==> config.mk <==
export PLATFORM = sky130hd
export DESIGN_NAME = counter_seq_ctrl
export DESIGN_NICKNAME = d
export VERILOG_FILES = /design/src/rtl/counter_seq_pkg.sv /design/src/rtl/counter_4bit.sv /design/src/rtl/counter_seq_ctrl.sv
export SDC_FILE = /design/constraint.sdc
export NUM_CORES = 1
export LEC_CHECK = 0
export ABC_AREA = 1
export CORE_UTILIZATION = 40
export CTS_CLUSTER_DIAMETER = 40
export DETAILED_ROUTE_END_ITERATION = 16
export GPL_ROUTABILITY_DRIVEN = 0
export HOLD_SLACK_MARGIN = 0.08
export PLACE_DENSITY = 0.71
export SETUP_SLACK_MARGIN = 0.4
export SLEW_MARGIN = 10
export SYNTH_ARGS = -nofsm -noshare
export SYNTH_HDL_FRONTEND = slang
export SYNTH_HIERARCHICAL = 1
export SYNTH_SLANG_ARGS = --single-unit
==> constraint.sdc <==
create_clock -name clk -period 2.7 [get_ports clk]
set_input_delay 0.675 -clock clk [delete_from_list [all_inputs] [get_ports clk]]
set_output_delay 0.675 -clock clk [all_outputs]
set_load 0.02 [all_outputs]
==> src/rtl/counter_seq_pkg.sv <==
// Shared types for the repeating count sequencer.
// Holds the controller state encoding and the count width.
package counter_seq_pkg;

    localparam int CNT_W = 4;

    typedef logic [CNT_W-1:0] cnt_t;

    typedef enum logic [1:0] {
        ST_IDLE = 2'd0,
        ST_LOAD = 2'd1,
        ST_RUN  = 2'd2,
        ST_DONE = 2'd3
    } state_t;

    typedef struct packed {
        cnt_t first;
        cnt_t last;
    } span_t;

endpackage

==> src/rtl/counter_4bit.sv <==
// Free-running 4-bit up counter with synchronous load.
// Wraps 15 -> 0 when not loading.
module counter_4bit
    import counter_seq_pkg::*;
(
    input  logic clk,
    input  logic reset_n,
    input  logic load,
    input  cnt_t load_data,
    output cnt_t count
);

    always_ff @(posedge clk or negedge reset_n) begin
        if (!reset_n) begin
            count <= '0;
        end else if (load) begin
            count <= load_data;
        end else begin
            count <= count + 1'b1;
        end
    end

endmodule

==> src/rtl/counter_seq_ctrl.sv <==
// Sequencer running start..end count passes on counter_4bit.
// Repeats a pass req_repeat extra times, then pulses done.
module counter_seq_ctrl
    import counter_seq_pkg::*;
#(
    parameter int REPEAT_W = 4
) (
    input  logic                clk,
    input  logic                reset_n,
    input  logic                req_valid,
    output logic                req_ready,
    input  logic [CNT_W-1:0]    req_start,
    input  logic [CNT_W-1:0]    req_end,
    input  logic [REPEAT_W-1:0] req_repeat,
    input  logic                abort,
    output logic                busy,
    output logic                done,
    output logic [CNT_W-1:0]    count_o
);

    state_t              state;
    state_t              state_nxt;
    span_t               span_q;
    logic [REPEAT_W-1:0] passes_q;
    logic                load;
    cnt_t                load_data;
    cnt_t                count;
    logic                accept;
    logic                at_end;
    logic                run_abort;
    logic                run_last;
    logic                run_rpt;

    counter_4bit u_cnt (
        .clk       (clk),
        .reset_n   (reset_n),
        .load      (load),
        .load_data (load_data),
        .count     (count)
    );

    assign accept = req_valid && (state == ST_IDLE);
    assign at_end = (count == span_q.last);

    // Mutually exclusive RUN outcomes; abort beats an end match.
    assign run_abort = (state == ST_RUN) && abort;
    assign run_last  = (state == ST_RUN) && !abort
                     && at_end && (passes_q == '0);
    assign run_rpt   = (state == ST_RUN) && !abort
                     && at_end && (passes_q != '0);

    always_ff @(posedge clk or negedge reset_n) begin
        if (!reset_n) begin
            state <= ST_IDLE;
        end else begin
            state <= state_nxt;
        end
    end

    always_ff @(posedge clk or negedge reset_n) begin
        if (!reset_n) begin
            span_q   <= '0;
            passes_q <= '0;
        end else if (accept) begin
            span_q   <= '{first: req_start, last: req_end};
            passes_q <= req_repeat;
        end else if (run_rpt) begin
            passes_q <= passes_q - 1'b1;
        end
    end

    always_comb begin
        state_nxt = state;
        unique case (state)
            ST_IDLE: begin
                if (accept) begin
                    state_nxt = ST_LOAD;
                end
            end
            ST_LOAD: begin
                state_nxt = abort ? ST_IDLE : ST_RUN;
            end
            ST_RUN: begin
                unique case (1'b1)
                    run_abort: state_nxt = ST_IDLE;
                    run_last:  state_nxt = ST_DONE;
                    default:   state_nxt = ST_RUN;
                endcase
            end
            ST_DONE: begin
                state_nxt = ST_IDLE;
            end
            default: begin
                state_nxt = ST_IDLE;
            end
        endcase
    end

    // Counter free-runs; hold it by reloading its own value.
    always_comb begin
        load      = 1'b1;
        load_data = count;
        unique case (state)
            ST_LOAD: begin
                if (!abort) begin
                    load_data = span_q.first;
                end
            end
            ST_RUN: begin
                unique case (1'b1)
                    run_rpt:   load_data = span_q.first;
                    run_abort: load      = 1'b1;
                    run_last:  load      = 1'b1;
                    default:   load      = 1'b0;
                endcase
            end
            default: begin
                load = 1'b1;
            end
        endcase
    end

    always_comb begin
        req_ready = (state == ST_IDLE);
        busy      = (state != ST_IDLE);
        done      = (state == ST_DONE);
    end

    assign count_o = count;

endmodule

==> flow_metrics.tcl, run 1 <==
set metrics [dict create \
    status "finished with violations" \
    violations "design-rule violations" \
    io_buffer_count 22 \
    hold_viol 0 \
    place_ws_ps 450 \
    endpoint_kind "primary output" \
    reg2reg_slack_ps 800 \
    avgSynthCellArea_sq_um 7.32 \
    finalClockSkew_ps 1.06 \
    layout_min_cycle_time_ps 2180 \
    cp.buffers_inverters 1 \
    worstHoldPathType "reg2reg" \
    fin_hold_ws_ps 568 \
    drv_slew 0 \
    numClockSinks 18 \
    grt_max_degree 22 \
    syn2layout_area_growth_pct 21.9 \
    cp_slowest_stage_delay_ps 670 \
    synth_seq_cells 18 \
    final_nets 217 \
    grt_first_pass_wirelength_microns 4420 \
    antenna_found_initial 0 \
    setup_tns_ps 0 \
    routed-wl-met2_microns 1250 \
    cts_inserted_buffers 3 \
    path_class "reg2out" \
    seq_area_frac_synth_pct 36.2 \
    power.density_nw_per_um2 1230 \
    cp_data_arrival_time_ps 1500 \
    diodes 0 \
    first_global_vias 1061 \
    cp_top_family "buffers and inverters" \
    clockBufferDepth 2 \
    period_share_pct 80.7 \
    rsz0062_at_grt "no" \
    syn_nets 192 \
    rows 19 \
    dpl.hpwl_microns 2050 \
    met3_length_microns 133 \
    start_kind "register" \
    routed_wl_microns 2600 \
    track_usage_pct 17.3 \
    worst_pin_slew_ps 747 \
    htreeDepth 1 \
    drc 1 \
    cts-hold-fix-buffers 0 \
    core_sq_um 2850 \
    grt-ovfl-total 0 \
    fin_ws_ps 521 \
    clk_pin_slew_ps 100 \
    drtIter0Drc 33 \
    drive_gt1_share_pct 11.4 \
    die_y_microns 57.8 \
    slew_headroom_pct 49.7 \
    cap_viol_max_count 0 \
    final_common_cell "nand2_1" \
    netlist_instances 170 \
    routed.top_layer "met4" \
    cp_cell_sequence "clkdlybuf4s50_1" \
    peakVddDrop_mv 0.426 \
    nFillCells 282 \
    root_buffer "clkbuf_4" \
    worstSkewPairLatency_ps 300 \
    clock.fmax_ghz 0.459 \
    power_mw 1.87 \
    yosys_warnings 6 \
    syn_area_sq_um 1240 \
    num_vias 1133 \
    cp.required_ps 2030 \
    drtPass1Iterations 10 \
    wl_met1_microns 1160 \
    vias_per_cell 5.06 \
    cp_slowest_cell "clkdlybuf4s50_1" \
    ant_nets 0 \
    utilization_pct 53.2 \
    die_x_microns 57.8 \
    synthDistinctLibCells 24 \
    io_pins 23 \
    path_max_fanout 8 \
    die_area_sq_um 3340 \
    initial_core_util_pct 43.6 \
    cts_tree "yes" \
    final_cell_mix "nand2_1 (48), inv_1 (24), clkdlybuf4s50_1 (20)" \
    avgRoutedWirePerCell_microns 11.6 \
    finalSetupViolCount 0 \
    p_leak_nw 0.742 \
]
area by class of cell:
cell class | instances | area, sq um | area share, %
Multi-Input combinational cell | 120 | 671 | 44.2
Clock buffer | 3 | 22.5 | 1.49
Tap cell | 31 | 38.8 | 2.56
Timing Repair Buffer | 23 | 225 | 14.9
Inverter | 29 | 109 | 7.18
Sequential cell | 18 | 450 | 29.7
layer usage:
| layer | vias up | track usage [%] |
|---|---|---|
| li1 | 591 | - |
| met1 | 504 | 21.3 |
| met2 | 31 | 29.7 |
| met3 | 7 | 2.46 |
| met4 | 0 | 8.50 |
| met5 | - | 0 |
registers in the layout, summed over array words and instances (netlist names):
name,cells
span_q,8
u_cnt/count,4
passes_q,4
state,2
power by group:
group / leakage, nW / switching, mW / internal, mW / total [mW]
Combinational: 0.507 / 0.731 / 0.461 / 1.19
Clock: 0.0138 / 0.0833 / 0.0521 / 0.135
Sequential: 0.222 / 0.132 / 0.407 / 0.539
path summary, 6_finish.rpt:
kind	endpoint	startpoint	cells after the start
worst max-delay path	count_o[3]	u_cnt/count[3]$_DFF_PN0_	1
worst min-delay path	state[1]$_DFFE_PN0P_	state[1]$_DFFE_PN0P_	2
worst max register to register	u_cnt/count[3]$_DFF_PN0_	u_cnt/count[2]$_DFF_PN0_	9
worst min register to register	state[1]$_DFFE_PN0P_	state[1]$_DFFE_PN0P_	2
max in group asynchronous	u_cnt/count[1]$_DFF_PN0_	reset_n	2
min in group asynchronous	state[1]$_DFFE_PN0P_	reset_n	2
stage by stage:
stage	area [sq um]	std cells
global route	1520	224
global placement	1500	221
floorplan	1240	170
finish	1520	224
detailed placement	1500	221
CTS	1520	224
synthesized netlist by cell type, drive strengths merged:
cell type / instances / share of area (%)
xnor2: 2 / 1.4
clkbuf: 1 / 0.30
nor2: 13 / 6.6
a22oi: 1 / 1.0
nand3: 6 / 2.4
o21ai: 23 / 9.3
ha: 6 / 6.0
a21oi: 8 / 4.4
o31ai: 1 / 0.60
nand2: 51 / 16
buf: 2 / 0.80
a31oi: 1 / 0.50
inv: 29 / 8.8
dfrtp: 18 / 36
nand4: 8 / 5.2
cells by family (layout without fill, tap and decap cells):
kind of cell	count (synthesis)	after routing	share of synthesized area (%)
xor gates and xnor gates	2	2	1.41
buffers and inverters	32	55	9.86
DFF	18	18	36.2
adders and majority gates	6	6	6.04
and+or+nand+nor	78	78	30.7
AOI/OAI and AO/OA	34	34	15.8
timing repair:
action | CTS | global route
buffers inserted | 0 | 0
hold endpoints to repair | 0 | 0
setup endpoints to repair | 2 | 0
resized for setup | 2 | 0
(Power assumes the default switching activity.)
==> inputs of run 2 (changes only) <==
Settings changed: PLACE_DENSITY 0.71 to 0.73.
Clock period 2.7 ns to 2 ns, I/O delays scaled along.
==> run 2 against run 1 <==
Clock skew is 9.5 ps higher. Die area stayed put. Routed wire length is 21% higher. The flow now finishes without violations. Largest power group unchanged.
==> flow_metrics.tcl, run 2 (same netlist as run 1, synthesis figures left out) <==
set metrics [dict create \
    fin_ws_ps 294 \
    power.density_nw_per_um2 1750 \
    top_regs "span_q (8), passes_q (4), u_cnt/count (4)" \
    grt-ovfl-total 0 \
    endpoint_kind "primary output" \
    first_global_vias 1166 \
    diodes 0 \
    cp_slowest_cell "dfrtp_1" \
    io_pins 23 \
    crit_top_cell "buf_6" \
    finalClockSkew_ps 10.6 \
    root_buffer "clkbuf_4" \
    grt_max_degree 19 \
    cp_slowest_stage_delay_ps 410 \
    p_sw_share_pct 47.9 \
    antenna_found_initial 0 \
    die_area_sq_um 3340 \
    final_cell_mix "nand2_1 (44), buf_4 (22), inv_1 (16)" \
    final_nets 241 \
    drtIter0Drc 32 \
    die_x_microns 57.8 \
    cts-hold-fix-buffers 0 \
    status "completed" \
    numClockSinks 18 \
    combPwrFrac_pct 70.6 \
    clock.fmax_ghz 0.586 \
    vias_per_cell 5.10 \
    cap_viol_max_count 0 \
    avgRoutedWirePerCell_microns 12.7 \
    p_clk_share_pct 7.5 \
    clockBufferDepth 2 \
    clk_pin_slew_ps 120 \
    initial_core_util_pct 43.6 \
    finalSetupViolCount 0 \
    io_buffer_count 22 \
    power_mw 3.14 \
    cp.required_ps 1500 \
    ant_nets 0 \
    syn2layout_area_growth_pct 44.1 \
    p_sw_mw 1.50 \
    p_leak_nw 0.879 \
    start_kind "register" \
    cp.buffers_inverters 3 \
    hold_viol 0 \
    dpl.hpwl_microns 2080 \
    cts_inserted_buffers 3 \
    routed_wl_microns 3150 \
    worstHoldPathType "in2async" \
    cp_top_family "flip-flops" \
    intPower_mw 1.63 \
    layout_min_cycle_time_ps 1710 \
    final_common_cell "nand2_1" \
    seqPwrFrac_pct 21.9 \
    die_y_microns 57.8 \
    largest_register_ffs 8 \
    worst_pin_slew_ps 390 \
    drv_slew 0 \
    grt_first_pass_wirelength_microns 4750 \
    cp_data_arrival_time_ps 1210 \
    path_class "reg2out" \
    drive_gt1_share_pct 33.5 \
    slew_headroom_pct 74.0 \
    drtPass1Iterations 6 \
    period_share_pct 85.3 \
    regMostFlops "span_q" \
    drc 0 \
    core_sq_um 2850 \
    place_ws_ps -10.8 \
    htreeDepth 1 \
    num_vias 1270 \
    path_max_fanout 3 \
    track_usage_pct 18.3 \
    cts_tree "yes" \
    cp_cell_sequence "inv_2, ha_4, buf_6, buf_6" \
    rows 19 \
    peakVddDrop_mv 0.732 \
    rsz0062_at_grt "yes" \
    setup_tns_ps 0 \
    worstSkewPairLatency_ps 310 \
]
run 2: per-stage QoR:
stage,cells,utilization [%],hold WS [ps],instance area [sq um]
2_1_floorplan,170,-,204,1250
3_3_place_gp,225,53.6,524,1530
3_5_place_dp,225,53.6,538,1530
4_1_cts,239,58.0,512,1650
5_1_grt,249,62.8,516,1790
6_report,249,62.8,506,1790
run 2: worst paths after layout:
path / slack, ps / to / from / depth (start not counted)
worst min-delay path: 510 / passes_q[2]$_DFFE_PN0P_ / reset_n / 2
worst min register to register: 560 / passes_q[2]$_DFFE_PN0P_ / passes_q[2]$_DFFE_PN0P_ / 2
worst max register to register: 370 / u_cnt/count[0]$_DFF_PN0_ / state[0]$_DFFE_PN0P_ / 10
min in group clk: 560 / passes_q[2]$_DFFE_PN0P_ / passes_q[2]$_DFFE_PN0P_ / 2
max in group asynchronous: 1280 / u_cnt/count[1]$_DFF_PN0_ / reset_n / 2
worst max-delay path: 290 / req_ready / state[0]$_DFFE_PN0P_ / 4
run 2: power groups by stage:
stage | Sequential (mW) | Clock (mW) | Combinational, mW
6_report | 0.687 | 0.236 | 2.21
5_1_grt | 0.711 | 0.254 | 2.45
2_1_floorplan | 0.742 | 0 | 1.21
3_3_place_gp | 0.706 | 0 | 1.64
4_1_cts | 0.680 | 0.243 | 1.91
3_5_place_dp | 0.721 | 0 | 1.69
run 2: cell type report:
| cell class | instances | area (sq um) |
|---|---|---|
| fill | 246 | 1060 |
| multi-input combinational | 120 | 741 |
| sequential | 18 | 454 |
| timing repair buffer | 47 | 410 |
| inverter | 29 | 111 |
| tap | 31 | 38.8 |
| clock buffer | 4 | 36.3 |
run 2: timing repair:
action,CTS,global route
gates cloned,0,0
endpoints found under the setup margin,15,20
setup buffers,10,10
resized for setup,29,29
pin swaps,1,7
run 2: metal layers:
metal	up-vias	wire [microns]	global-route usage (%)
met1	568	1350	22.0
met5	-	0	0
met3	12	160	4.91
met4	0	100	6.46
li1	646	-	-
met2	44	1540	31.6
run 2: worst reg2reg max path: cells and delay by family (launching register included):
kind                       cells  cell delay, ps
AOI/OAI and AO/OA              2             230
and+or+nand+nor                5             570
buffers and inverters          2             180
adders and majority gates      1             190
DFF                            1             410
==> inputs of run 3 (changes only) <==
Settings changed: CELL_PAD_IN_SITES_DETAIL_PLACEMENT from default to 0, CELL_PAD_IN_SITES_GLOBAL_PLACEMENT from default to 1, CORE_MARGIN from default to 10, CORE_UTILIZATION 40 to 33, PLACE_DENSITY 0.73 to 0.81.
==> run 3 against run 2 <==
Global-route usage is 9.0 points lower. First-iteration DRC count rose by 31%. Register-to-register slack improved by 40 ps. Flip-flop and latch count unchanged. Cell area is 2.2% lower. Sequential share of layout area up 0.56 points. Largest power group unchanged. Fmax grew 4.8%. Final cell count grew 3.2%. Sequential power grew 4.7%. Via count down 9.8%. Core utilization down 15 points. Routed wire length shrank 8.6%.
==> flow_metrics.tcl, run 3 (same netlist as run 1, synthesis figures left out) <==
set metrics [dict create \
    finalSetupViolCount 0 \
    die_y_microns 81.4 \
    io_buffer_count 22 \
    cts_inserted_buffers 3 \
    initial_core_util_pct 34.0 \
    final_nets 232 \
    final_cell_mix "nand2_1 (47), inv_1 (17), o21ai_0 (15), dfrtp_1 (15)" \
    cts_tree "yes" \
    drive_gt1_share_pct 27.3 \
    drc 0 \
    slew_headroom_pct 79.2 \
    grt_max_degree 19 \
    p_leak_nw 0.842 \
    drtPass1Iterations 4 \
    core_sq_um 3660 \
    cts-hold-fix-buffers 0 \
    routed_wl_microns 2880 \
    cp_slowest_cell "dfrtp_1" \
    final_area_sq_um 1750 \
    hold_viol 0 \
    regMostFlops "span_q" \
    start_kind "register" \
    final_common_cell "nand2_1" \
    utilization_pct 47.9 \
    nFillCells 373 \
    stdcell_count 257 \
    num_vias 1145 \
    track_usage_pct 9.31 \
    worstSkewPairLatency_ps 260 \
    worstHoldPathType "reg2reg" \
    crit_top_cell "inv_2" \
    setup_tns_ps 0 \
    finalClockSkew_ps 8.67 \
    cp_data_arrival_time_ps 1130 \
    avgRoutedWirePerCell_microns 11.2 \
    cap_viol_max_count 0 \
    dp.cells 244 \
    cp_slowest_stage_delay_ps 400 \
    seq_area_sq_um 454 \
    die_x_microns 81.4 \
    rsz0062_at_grt "yes" \
    largest_register_ffs 8 \
    syn2layout_area_growth_pct 40.9 \
    ant_nets 0 \
    fin_hold_ws_ps 538 \
    numClockSinks 18 \
    antenna_found_initial 0 \
    drtIter0Drc 42 \
    clk_pin_slew_ps 80 \
    diodes 0 \
    root_buffer "clkbuf_8" \
    cp_top_family "flip-flops" \
    grt-ovfl-total 0 \
    grt_first_pass_wirelength_microns 4860 \
    endpoint_kind "primary output" \
    clockBufferDepth 2 \
    cp.buffers_inverters 3 \
    clock.fmax_ghz 0.614 \
    dpl_cell_area_sq_um 1570 \
    layout_min_cycle_time_ps 1630 \
    path_class "reg2out" \
    io_pins 23 \
    peakVddDrop_mv 0.550 \
    cp.required_ps 1500 \
    htreeDepth 1 \
    rows 22 \
    path_max_fanout 4 \
    status "completed" \
    first_global_vias 1070 \
    dpl.hpwl_microns 2190 \
    worst_pin_slew_ps 311 \
    drv_slew 0 \
    power.density_nw_per_um2 1700 \
    period_share_pct 81.4 \
    multiInputGateArea_sq_um 723 \
    vias_per_cell 4.46 \
    top_regs "span_q (8), passes_q (4), u_cnt/count (4)" \
    die_area_sq_um 6620 \
    cp_cell_sequence "inv_2, ha_4, inv_2, buf_6" \
]
-- run 3: cell types whose count changed in the layout (fill, tap and decap cells not counted), sizes merged --
cell,previous run,this run
clkbuf,6,4
buf,28,19
clkdlybuf4s15,1,3
-- run 3: power breakdown --
| group | switching (mW) | leakage [nW] | internal [mW] |
|---|---|---|---|
| Sequential | 0.161 | 0.218 | 0.558 |
| Combinational | 1.10 | 0.594 | 0.858 |
| Clock | 0.128 | 0.0288 | 0.175 |
| Total | 1.39 | 0.842 | 1.59 |
-- run 3: area by class of cell --
type | count | area share (%)
clock buffer | 4 | 3.14
inverter | 29 | 6.35
multi-input combinational | 120 | 41.3
sequential | 18 | 25.9
tap | 48 | 3.43
timing repair buffer | 38 | 19.9
-- run 3: final timing paths --
path | from | end | slack, ps | cells after the start
min in group asynchronous | reset_n | passes_q[2]$_DFFE_PN0P_ | 570 | 2
hold reg to reg | u_cnt/count[0]$_DFF_PN0_ | u_cnt/count[0]$_DFF_PN0_ | 540 | 1
setup / recovery | state[0]$_DFFE_PN0P_ | busy | 370 | 4
hold / removal | u_cnt/count[0]$_DFF_PN0_ | u_cnt/count[0]$_DFF_PN0_ | 540 | 1
max in group asynchronous | reset_n | u_cnt/count[3]$_DFF_PN0_ | 1200 | 2
setup reg to reg | state[1]$_DFFE_PN0P_ | u_cnt/count[1]$_DFF_PN0_ | 410 | 11
-- run 3: what timing repair did --
action	in CTS	in global routing
setup buffers	3	6
gates resized for setup	27	22
setup endpoints to repair	11	13
pin swaps	0	7
-- run 3: per-layer routing --
| metal | wire length [microns] | part of all wire, % | vias up | global-route usage [%] |
|---|---|---|---|---|
| met2 | 1280 | 44 | 19 | 14.4 |
| met3 | 110 | 3.8 | 5 | 1.55 |
| met4 | 63 | 2.2 | 0 | 5.19 |
| met5 | 0 | 0 | - | 0 |
| li1 | - | - | 620 | - |
| met1 | 1430 | 50 | 501 | 12.0 |
-- run 3: per-stage QoR --
stage	setup slack, ps	power [mW]
after global placement	106	2.42
after detailed placement	91.4	2.42
final	372	2.98
after global routing	307	3.30
after CTS	228	2.81
after floorplan	426	1.95
